===== src/rtl/led_pattern_sched.sv =====
// led_pattern_sched: shares a 16-LED bar among four pattern generators, round-robin at frame boundaries.
// Define LED_SCHED_GAP_EN to blank the bar for GAP_STEPS ticks between different owners.
module led_pattern_sched #(
    parameter int DIV       = 12_500_000,
    parameter int DIV_W     = 24,
    parameter int STEPS     = 8,
    parameter int GAP_STEPS = 2
) (
    input  logic        clk,
    input  logic        rst_n,
    input  logic [3:0]  req,
    input  logic [63:0] pat_in,
    output logic [3:0]  step_en,
    output logic [3:0]  grant,
    output logic [15:0] led_out,
    output logic        frame_done,
    output logic        busy
);
    localparam int SW = $clog2(STEPS);
`ifdef LED_SCHED_GAP_EN
    localparam int GW = (GAP_STEPS > 1) ? $clog2(GAP_STEPS) : 1;
    typedef enum logic [1:0] {IDLE, RUN, GAP} state_t;
`else
    typedef enum logic [1:0] {IDLE, RUN} state_t;
`endif

    if (DIV < 2 || STEPS < 2 || GAP_STEPS < 1) begin : g_bad_cfg
        $error("led_pattern_sched: invalid DIV/STEPS/GAP_STEPS");
    end

    state_t           state_q, state_d;
    logic [1:0]       owner_q, owner_d, ptr_q, ptr_d, win;
    logic [DIV_W-1:0] cnt_q, cnt_d;
    logic [SW-1:0]    step_q, step_d;
    logic [3:0]       req_m_q, req_s_q;
    logic [15:0]      led_q;
    logic             tick, drop, any, last;
`ifdef LED_SCHED_GAP_EN
    logic [GW-1:0]    gap_q, gap_d;
`endif

    assign any  = |req_s_q;
    assign tick = cnt_q == DIV_W'(DIV - 1);
    assign drop = !req_s_q[owner_q];
    assign last = step_q == SW'(STEPS - 1);

    // Scan downwards so the nearest requester after ptr is assigned last and wins.
    always_comb begin
        win = ptr_q;
        for (int k = 4; k >= 1; k--)
            if (req_s_q[ptr_q + 2'(k)]) win = ptr_q + 2'(k);
    end

    always_ff @(posedge clk or negedge rst_n) begin
        if (!rst_n) begin
            req_m_q <= '0;
            req_s_q <= '0;
            state_q <= IDLE;
            owner_q <= '0;
            ptr_q   <= 2'd3;
            cnt_q   <= '0;
            step_q  <= '0;
            led_q   <= '0;
`ifdef LED_SCHED_GAP_EN
            gap_q   <= '0;
`endif
        end else begin
            req_m_q <= req;
            req_s_q <= req_m_q;
            state_q <= state_d;
            owner_q <= owner_d;
            ptr_q   <= ptr_d;
            cnt_q   <= cnt_d;
            step_q  <= step_d;
            led_q   <= (state_q == RUN) ? pat_in[16*owner_q +: 16] : 16'h0000;
`ifdef LED_SCHED_GAP_EN
            gap_q   <= gap_d;
`endif
        end
    end

    always_comb begin
        state_d    = state_q;
        owner_d    = owner_q;
        ptr_d      = ptr_q;
        cnt_d      = '0;
        step_d     = '0;
        step_en    = '0;
        frame_done = 1'b0;
`ifdef LED_SCHED_GAP_EN
        gap_d      = '0;
`endif
        case (state_q)
            IDLE: begin
                if (any) begin
                    state_d = RUN;
                    owner_d = win;
                    ptr_d   = win;
                end
            end
            RUN: begin
                step_en    = (tick && !drop) ? 4'b0001 << owner_q : 4'b0000;
                frame_done = tick && !drop && last;
                // Handover leaves both counters at their cleared defaults.
                if (drop || (tick && last && win != owner_q)) begin
`ifdef LED_SCHED_GAP_EN
                    state_d = any ? GAP : IDLE;
`else
                    state_d = any ? RUN : IDLE;
                    owner_d = win;
                    ptr_d   = win;
`endif
                end else begin
                    cnt_d  = tick ? '0 : cnt_q + DIV_W'(1);
                    step_d = tick ? (last ? '0 : step_q + SW'(1)) : step_q;
                end
            end
`ifdef LED_SCHED_GAP_EN
            GAP: begin
                cnt_d = tick ? '0 : cnt_q + DIV_W'(1);
                gap_d = tick ? gap_q + GW'(1) : gap_q;
                if (tick && gap_q == GW'(GAP_STEPS - 1)) begin
                    state_d = any ? RUN : IDLE;
                    owner_d = win;
                    ptr_d   = win;
                    gap_d   = '0;
                end
            end
`endif
            default: state_d = IDLE;
        endcase
    end

    assign grant   = (state_q == RUN) ? 4'b0001 << owner_q : 4'b0000;
    assign led_out = led_q;
    assign busy    = state_q != IDLE;

endmodule


===== config.mk =====
export PLATFORM = sky130hd
export DESIGN_NAME = led_pattern_sched
export DESIGN_NICKNAME = d
export VERILOG_FILES = /design/src/rtl/led_pattern_sched.sv
export SDC_FILE = /design/constraint.sdc
export NUM_CORES = 1
export LEC_CHECK = 0
export ABC_AREA = 1
export BUFFER_PORTS_ARGS = -buffer_cell sky130_fd_sc_hd__buf_2
export CAP_MARGIN = 40
export CORE_MARGIN = 8
export CORE_UTILIZATION = 30
export DETAILED_ROUTE_END_ITERATION = 6
export GPL_TIMING_DRIVEN = 0
export PLACE_DENSITY = 0.58
export SLEW_MARGIN = 40
export SYNTH_ARGS = -nofsm -noshare
export SYNTH_HDL_FRONTEND = slang
export SYNTH_SLANG_ARGS = --single-unit

===== constraint.sdc =====
create_clock -name clk -period 3.4 [get_ports clk]
set_input_delay 0.34 -clock clk [delete_from_list [all_inputs] [get_ports clk]]
set_output_delay 0.34 -clock clk [all_outputs]
set_load 0.02 [all_outputs]

==> metrics.txt, run 1 <==
# TYPE chip_impl_metric gauge
chip_impl_metric{name="globalRouteTotalUtil",unit="%"} 13.5
chip_impl_info{name="critical_path_start_type",value="flop"} 1
chip_impl_metric{name="wire_length_of_the_first_global_routing_pass",unit="µm"} 14600
chip_impl_metric{name="setup_viol",unit=""} 0
chip_impl_metric{name="initial_detailed_routing_violation_count",unit=""} 114
chip_impl_metric{name="synth_cell_types",unit=""} 32
chip_impl_metric{name="post-route-period-util",unit="%"} 81.5
chip_impl_metric{name="core_area",unit="µm²"} 9820
chip_impl_metric{name="drt_first_pass_iters",unit=""} 5
chip_impl_metric{name="clkSlewWorstSetupHoldPaths",unit="ps"} 120
chip_impl_metric{name="dieArea",unit="µm²"} 13600
chip_impl_metric{name="p_int",unit="µW"} 1410
chip_impl_metric{name="fp.dieW",unit="µm"} 117
chip_impl_metric{name="stdcell_area",unit="µm²"} 3780
chip_impl_metric{name="routabilityCongestion",unit=""} 0.827
chip_impl_metric{name="cts_made_buffers",unit=""} 5
chip_impl_metric{name="route.final.wire_length",unit="µm"} 8730
chip_impl_metric{name="wire_per_inst",unit="µm"} 14.3
chip_impl_metric{name="initial_antenna_violation_count",unit=""} 0
chip_impl_metric{name="async_flop_share",unit="%"} 100
chip_impl_info{name="synth_commonest_cells",value="nand2_1, dfrtp_1, nand3_1"} 1
chip_impl_metric{name="io_pins",unit=""} 96
chip_impl_metric{name="worst-r2r-cell-count",unit=""} 12
chip_impl_metric{name="worst_ep_required_time",unit="ps"} 3060
chip_impl_metric{name="clock_power_share",unit="%"} 14.6
chip_impl_metric{name="drc",unit=""} 0
chip_impl_metric{name="site_rows",unit=""} 36
chip_impl_metric{name="number_of_vias_per_cell_after_detailed_routing",unit=""} 4.74
chip_impl_metric{name="final_design_utilization",unit="%"} 38.5
chip_impl_metric{name="peakVddDrop",unit="mV"} 0.392
chip_impl_metric{name="finish.cell_count_without_fillers",unit=""} 610
chip_impl_metric{name="maximum_number_of_pins_on_one_net_before_global_route_repair",unit=""} 57
chip_impl_metric{name="fp.dieH",unit="µm"} 117
chip_impl_info{name="setup_repair_after_global_routing_missed_its_margin",value="false"} 1
chip_impl_metric{name="worst_skew_pair.late_latency",unit="ps"} 320
chip_impl_metric{name="setup.reg_to_reg.worst_slack",unit="ps"} 1250
chip_impl_metric{name="finalMaxSlewViolations",unit=""} 0
chip_impl_metric{name="power.share.sequential",unit="%"} 33.5
chip_impl_metric{name="synth_enable_flop_cells",unit=""} 0
chip_impl_metric{name="clock_tree.buffer_depth",unit=""} 2
chip_impl_metric{name="syn-mean-instance-area",unit="µm²"} 8.12
chip_impl_metric{name="dp.cells",unit=""} 602
chip_impl_metric{name="pleak",unit="µW"} 0.00177
chip_impl_metric{name="final.min_clock_period",unit="ps"} 2770
chip_impl_metric{name="gr-total-overflow",unit=""} 0
chip_impl_metric{name="powerDensity",unit="nW/µm²"} 698
chip_impl_metric{name="cts.htree.levels",unit=""} 2
chip_impl_metric{name="cap_violations",unit=""} 0
chip_impl_metric{name="timing.fmax",unit="GHz"} 0.361
chip_impl_metric{name="syn_nets",unit=""} 447
chip_impl_info{name="endpoint_kind",value="primary output"} 1
chip_impl_metric{name="finalNetCount",unit=""} 549
chip_impl_metric{name="postRouteAntennaNets",unit=""} 0
chip_impl_info{name="synth.most_common_cell",value="nand2_1"} 1
chip_impl_metric{name="drive_gt1_share",unit="%"} 31.9
chip_impl_info{name="critPathKind",value="reg2out"} 1
chip_impl_metric{name="yosysSeqAreaShare",unit="%"} 46.2
chip_impl_metric{name="critPathArrivalTime",unit="ps"} 2430
chip_impl_metric{name="postSynthCellCount",unit=""} 374
chip_impl_info{name="cts_tree",value="built"} 1
chip_impl_metric{name="comb_power_share",unit="%"} 51.9
chip_impl_info{name="synth.top_cells.by_area",value="dfrtp_1, nand2_1, nand3_1, nor2_2, inv_1"} 1
chip_impl_metric{name="post_dp_cell_area",unit="µm²"} 3680
chip_impl_metric{name="cts_resized",unit=""} 0
chip_impl_metric{name="insertedDiodeCount",unit=""} 0
chip_impl_metric{name="synth.ff_latch_count",unit=""} 56
chip_impl_metric{name="yosysWarningCount",unit=""} 0
chip_impl_metric{name="area_delta_synth_final",unit="%"} 24.4
chip_impl_metric{name="numClockSinks",unit=""} 56
chip_impl_metric{name="place.detailed.hpwl",unit="µm"} 7020
chip_impl_info{name="regToRegEndpoint",value="owner_q[0]"} 1
chip_impl_metric{name="port-buffer-count",unit=""} 95
chip_impl_metric{name="power_switching_share",unit="%"} 46.6
chip_impl_metric{name="initial_util",unit="%"} 30.9
chip_impl_metric{name="cts_setup_buffers",unit=""} 0
chip_impl_metric{name="num_vias",unit=""} 2892
chip_impl_info{name="status",value="finished, final reports clean"} 1
chip_impl_metric{name="synth_area",unit="µm²"} 3040
chip_impl_info{name="ys.flop_type",value="dfrtp_1"} 1
chip_impl_metric{name="synth_top_cell_area_share",unit="%"} 44.5
chip_impl_metric{name="holdBufCountCts",unit=""} 0
chip_impl_metric{name="setup_total_negative_slack",unit="ps"} 0
chip_impl_metric{name="hold_violations",unit=""} 0
chip_impl_metric{name="slew_headroom",unit="%"} 53.1
chip_impl_info{name="synth_top_cell_by_area",value="dfrtp_1"} 1
chip_impl_metric{name="hold-worst-slack",unit="ps"} 72.6
chip_impl_metric{name="skew",unit="ps"} 17.4
chip_impl_info{name="rr_startpoint",value="cnt_q[0]"} 1
chip_impl_metric{name="switching_power_total",unit="µW"} 1230
chip_impl_metric{name="tightestPinTransition",unit="ps"} 701
chip_impl_metric{name="vias_in_the_first_global_route",unit=""} 3097
chip_impl_metric{name="cp_max_fo",unit=""} 6
chip_impl_info{name="ctsRootBufferMaster",value="clkbuf_8"} 1
chip_impl_info{name="min-delay-path-class",value="in2async"} 1
## sequential cells by signal (all words and copies together), names as in the netlist
signal,cells
ptr_q,2
cnt_q,24
led_out,16
req_m_q,4
req_s_q,4
state_q,1
step_q,3
owner_q,2
## power by group through the flow
stage | Combinational [µW] | Sequential, µW | Clock [µW]
2_1_floorplan | 821 | 1010 | 0
3_3_place_gp | 1360 | 894 | 0
3_5_place_dp | 1380 | 896 | 0
4_1_cts | 1380 | 884 | 404
5_1_grt | 1530 | 901 | 429
6_report | 1370 | 883 | 386
## layer usage
| metal | GRT usage [%] | share of wire (%) | vias up |
|---|---|---|---|
| met1 | 15.4 | 42 | 1350 |
| met2 | 23.1 | 48 | 100 |
| li1 | - | - | 1437 |
| met5 | 0 | 0 | - |
| met4 | 2.99 | 0.62 | 0 |
| met3 | 5.48 | 9.0 | 5 |
## worst max-delay path by stage
stage	from	endpoint	cells past startpoint
6_report	cnt_q[0]	frame_done	10
5_1_grt	cnt_q[0]	frame_done	10
4_1_cts	cnt_q[0]	frame_done	10
3_5_place_dp	cnt_q[0]	frame_done	10
3_3_place_gp	cnt_q[0]	frame_done	10
2_1_floorplan	cnt_q[0]	frame_done	9
## cells in the final DEF (no fill, tap or decap), types with 2 or more instances in the layout
cell type  count
buf_2         95
dfrtp_1       54
clkbuf_8       5
buf_6          2
clkinv_4       2
a21oi_1        4
nand4_1        5
nand3_2        2
a31oi_1       16
nor2_2        27
buf_4          2
nor3_1         4
nor2_1        25
inv_1         38
dfstp_2        2
buf_1          2
nand3_1       44
o21ai_0        6
ha_1           3
nand2_1       77
xor2_1        12
nor4_1         6
inv_2          6
a22oi_1       16
clkbuf_1       8
nand2_2        5
## cell type report
type                       instances  area (µm²)
buffer                            14        72.6
clock buffer                       5        68.8
clock inverter                     3        26.3
fill                            1068        6040
inverter                          44         165
multi-input combinational        260        1400
sequential                        56        1400
tap                              133         166
timing repair buffer              95         478
## cells by family after synthesis
group	synth area share, %
buf+inv	7.83
xor+xnor	3.75
flops	46.2
simple gates	30.8
fa+ha+maj	1.24
compound gates	10.2
## stage by stage
step	setup slack, ps	power, µW
floorplan	1340	1830
finish	630	2640
CTS	561	2670
detailed placement	946	2280
global placement	968	2250
global route	379	2860
## worst max-delay path, stage by stage (launching register included)
cell	delay, ps
dfrtp_1	410
ha_1	210
nand3_2	100
inv_2	70
nand2_1	60
nor4_1	300
nand2_1	260
inv_1	180
nand2_1	170
nor2_1	150
buf_2	180
No activity file was read; power rests on OpenSTA's default activity.
==> run 2, diff against run 1 <==
- PLACE_DENSITY: 0.58 -> 0.6
- clock period: 3.4 -> 2.5 ns (I/O delays scaled with it)
==> run 2 against run 1 <==
Compared with the run above:
- the flow now finishes with violations (hold timing)
- count of clock-buffer cells in the layout rose by 2
- worst hold slack got worse by 83 ps
- core utilization rose by 0.60 points
- sequential power rose by 37%
- clock skew decreased by 10 ps
- setup slack lost 460 ps
- final cell count rose by 0.49%
- combinational power increased by 36%
- non-clock buffer count is 3 higher
- sequential share of layout area down 0.57 points
- highest routed layer unchanged
==> metrics.txt, run 2 (same netlist as run 1, synthesis figures left out) <==
# TYPE chip_impl_metric gauge
chip_impl_metric{name="maximum_number_of_pins_on_one_net_before_global_route_repair",unit=""} 57
chip_impl_metric{name="setup.reg_to_reg.worst_slack",unit="ps"} 310
chip_impl_metric{name="holdBufCountCts",unit=""} 0
chip_impl_metric{name="multiInputGateArea",unit="µm²"} 1430
chip_impl_info{name="ctsRootBufferMaster",value="clkbuf_8"} 1
chip_impl_metric{name="switching_power_total",unit="µW"} 1640
chip_impl_metric{name="layout.area.seq",unit="µm²"} 1400
chip_impl_info{name="regToRegEndpoint",value="owner_q[0]"} 1
chip_impl_metric{name="number_of_vias_per_cell_after_detailed_routing",unit=""} 4.69
chip_impl_metric{name="largest_register_ffs",unit=""} 24
chip_impl_metric{name="routabilityCongestion",unit=""} 0.845
chip_impl_metric{name="hold_violations",unit=""} 26
chip_impl_metric{name="post-route-period-util",unit="%"} 93.2
chip_impl_metric{name="port-buffer-count",unit=""} 95
chip_impl_info{name="rr_startpoint",value="cnt_q[0]"} 1
chip_impl_metric{name="hold-worst-slack",unit="ps"} -9.94
chip_impl_metric{name="initial_detailed_routing_violation_count",unit=""} 117
chip_impl_info{name="min-delay-path-class",value="in2async"} 1
chip_impl_metric{name="clock_tree.buffer_depth",unit=""} 2
chip_impl_info{name="critPathKind",value="reg2out"} 1
chip_impl_metric{name="io_pins",unit=""} 96
chip_impl_metric{name="fp.dieH",unit="µm"} 117
chip_impl_metric{name="place.detailed.hpwl",unit="µm"} 6950
chip_impl_metric{name="globalRouteTotalUtil",unit="%"} 13.1
chip_impl_metric{name="setup_viol",unit=""} 0
chip_impl_metric{name="fillCellCount",unit=""} 1063
chip_impl_info{name="cts_tree",value="built"} 1
chip_impl_metric{name="setup_total_negative_slack",unit="ps"} 0
chip_impl_info{name="status",value="complete, but fails checks"} 1
chip_impl_metric{name="initial_util",unit="%"} 30.9
chip_impl_metric{name="fp.dieW",unit="µm"} 117
chip_impl_metric{name="critPathArrivalTime",unit="ps"} 2080
chip_impl_info{name="largest-register",value="cnt_q"} 1
chip_impl_metric{name="cts_made_buffers",unit=""} 5
chip_impl_metric{name="drc",unit=""} 0
chip_impl_metric{name="pleak",unit="µW"} 0.00178
chip_impl_info{name="violations",value="hold timing"} 1
chip_impl_metric{name="postRouteAntennaNets",unit=""} 0
chip_impl_metric{name="clock_power_share",unit="%"} 14.4
chip_impl_metric{name="core_area",unit="µm²"} 9820
chip_impl_metric{name="site_rows",unit=""} 36
chip_impl_metric{name="cap_violations",unit=""} 0
chip_impl_info{name="endpoint_kind",value="primary output"} 1
chip_impl_metric{name="worst_skew_pair.late_latency",unit="ps"} 310
chip_impl_metric{name="timing.final.ws_setup",unit="ps"} 169
chip_impl_metric{name="gr-total-overflow",unit=""} 0
chip_impl_metric{name="vias_in_the_first_global_route",unit=""} 3004
chip_impl_metric{name="dieArea",unit="µm²"} 13600
chip_impl_metric{name="cts.htree.levels",unit=""} 2
chip_impl_metric{name="tightestPinTransition",unit="ps"} 710
chip_impl_metric{name="comb_power_share",unit="%"} 51.9
chip_impl_info{name="crit_start",value="cnt_q[0]"} 1
chip_impl_info{name="layout_common_cells",value="buf_2, nand2_1, dfrtp_1"} 1
chip_impl_metric{name="worst_ep_required_time",unit="ps"} 2250
chip_impl_metric{name="finalMaxSlewViolations",unit=""} 0
chip_impl_metric{name="power.share.sequential",unit="%"} 33.6
chip_impl_metric{name="powerDensity",unit="nW/µm²"} 940
chip_impl_metric{name="finalNetCount",unit=""} 552
chip_impl_metric{name="route.final.wire_length",unit="µm"} 8770
chip_impl_metric{name="timing.fmax",unit="GHz"} 0.429
chip_impl_metric{name="peakVddDrop",unit="mV"} 0.512
chip_impl_metric{name="wire_per_inst",unit="µm"} 14.3
chip_impl_metric{name="slew_headroom",unit="%"} 52.7
chip_impl_metric{name="num_vias",unit=""} 2875
chip_impl_metric{name="clkSlewWorstSetupHoldPaths",unit="ps"} 100
chip_impl_metric{name="initial_antenna_violation_count",unit=""} 0
chip_impl_metric{name="drt_first_pass_iters",unit=""} 4
chip_impl_metric{name="insertedDiodeCount",unit=""} 0
chip_impl_metric{name="numClockSinks",unit=""} 56
chip_impl_metric{name="p_int",unit="µW"} 1960
chip_impl_metric{name="area_delta_synth_final",unit="%"} 26.4
chip_impl_metric{name="final.min_clock_period",unit="ps"} 2330
chip_impl_metric{name="drive_gt1_share",unit="%"} 34.0
chip_impl_metric{name="skew",unit="ps"} 7.04
chip_impl_metric{name="cp_max_fo",unit=""} 5
chip_impl_metric{name="power_switching_share",unit="%"} 45.6
chip_impl_metric{name="wire_length_of_the_first_global_routing_pass",unit="µm"} 14000
chip_impl_info{name="layout_commonest_cell",value="buf_2"} 1
chip_impl_metric{name="detailedPlace.worstSlack",unit="ps"} 131
chip_impl_info{name="critical_path_start_type",value="flop"} 1
chip_impl_metric{name="worst-r2r-cell-count",unit=""} 14
run 2: worst max-delay path by stage:
stage	cells after the start	endpoint	slack, ps
2_1_floorplan	9	frame_done	530
3_3_place_gp	10	frame_done	140
3_5_place_dp	10	frame_done	130
4_1_cts	10	step_en[0]	6
5_1_grt	10	step_en[0]	-30
6_report	10	step_en[0]	170
run 2: critical path, cell delays in order, from the launching register on:
cell and delay [ps]:
dfrtp_1 420, ha_4 160, nand3_2 90, inv_2 70, nand2_1 70, nor4_2 290, nand2_1 150, inv_2 100
nand2_2 100, nor2_2 160, buf_4 160
run 2: layout make-up:
class | instances | share of cell area [%]
buffer | 14 | 1.92
clock buffer | 7 | 2.25
clock inverter | 1 | 0.196
inverter | 44 | 4.30
multi-input combinational | 260 | 37.3
sequential | 56 | 36.6
tap | 133 | 4.34
timing repair buffer | 98 | 13.2
run 2: metal layers:
metal | wire length (µm) | up-vias | share of wire [%] | GRT usage (%)
li1 | - | 1445 | - | -
met1 | 3810 | 1327 | 43 | 15.7
met2 | 4140 | 97 | 47 | 21.2
met3 | 718 | 6 | 8.2 | 5.53
met4 | 100 | 0 | 1.1 | 3.24
met5 | 0 | - | 0 | 0
run 2: stage by stage:
| step | area [µm²] | utilization (%) | total power, µW | cells | hold WS [ps] |
|---|---|---|---|---|---|
| 2_1_floorplan | 3040 | - | 2490 | 374 | -45.6 |
| 3_3_place_gp | 3680 | 37.5 | 3050 | 602 | 333 |
| 3_5_place_dp | 3680 | 37.5 | 3070 | 602 | 335 |
| 4_1_cts | 3790 | 38.6 | 3590 | 611 | 15.4 |
| 5_1_grt | 3840 | 39.1 | 3910 | 613 | 20.9 |
| 6_report | 3840 | 39.1 | 3610 | 613 | -9.94 |
run 2: repair_timing:
action	in CTS	in global routing
pin swaps	2	5
buffers inserted	1	2
resized for setup	2	12
hold endpoints to repair	0	0
setup endpoints to repair	5	6
run 2: power groups by stage:
stage                     clock, µW  combinational, µW  sequential [µW]
after floorplan                   0               1120             1370
after global placement            0               1830             1220
after detailed placement          0               1850             1220
after CTS                       536               1850             1200
after global routing            570               2100             1240
final                           521               1870             1210
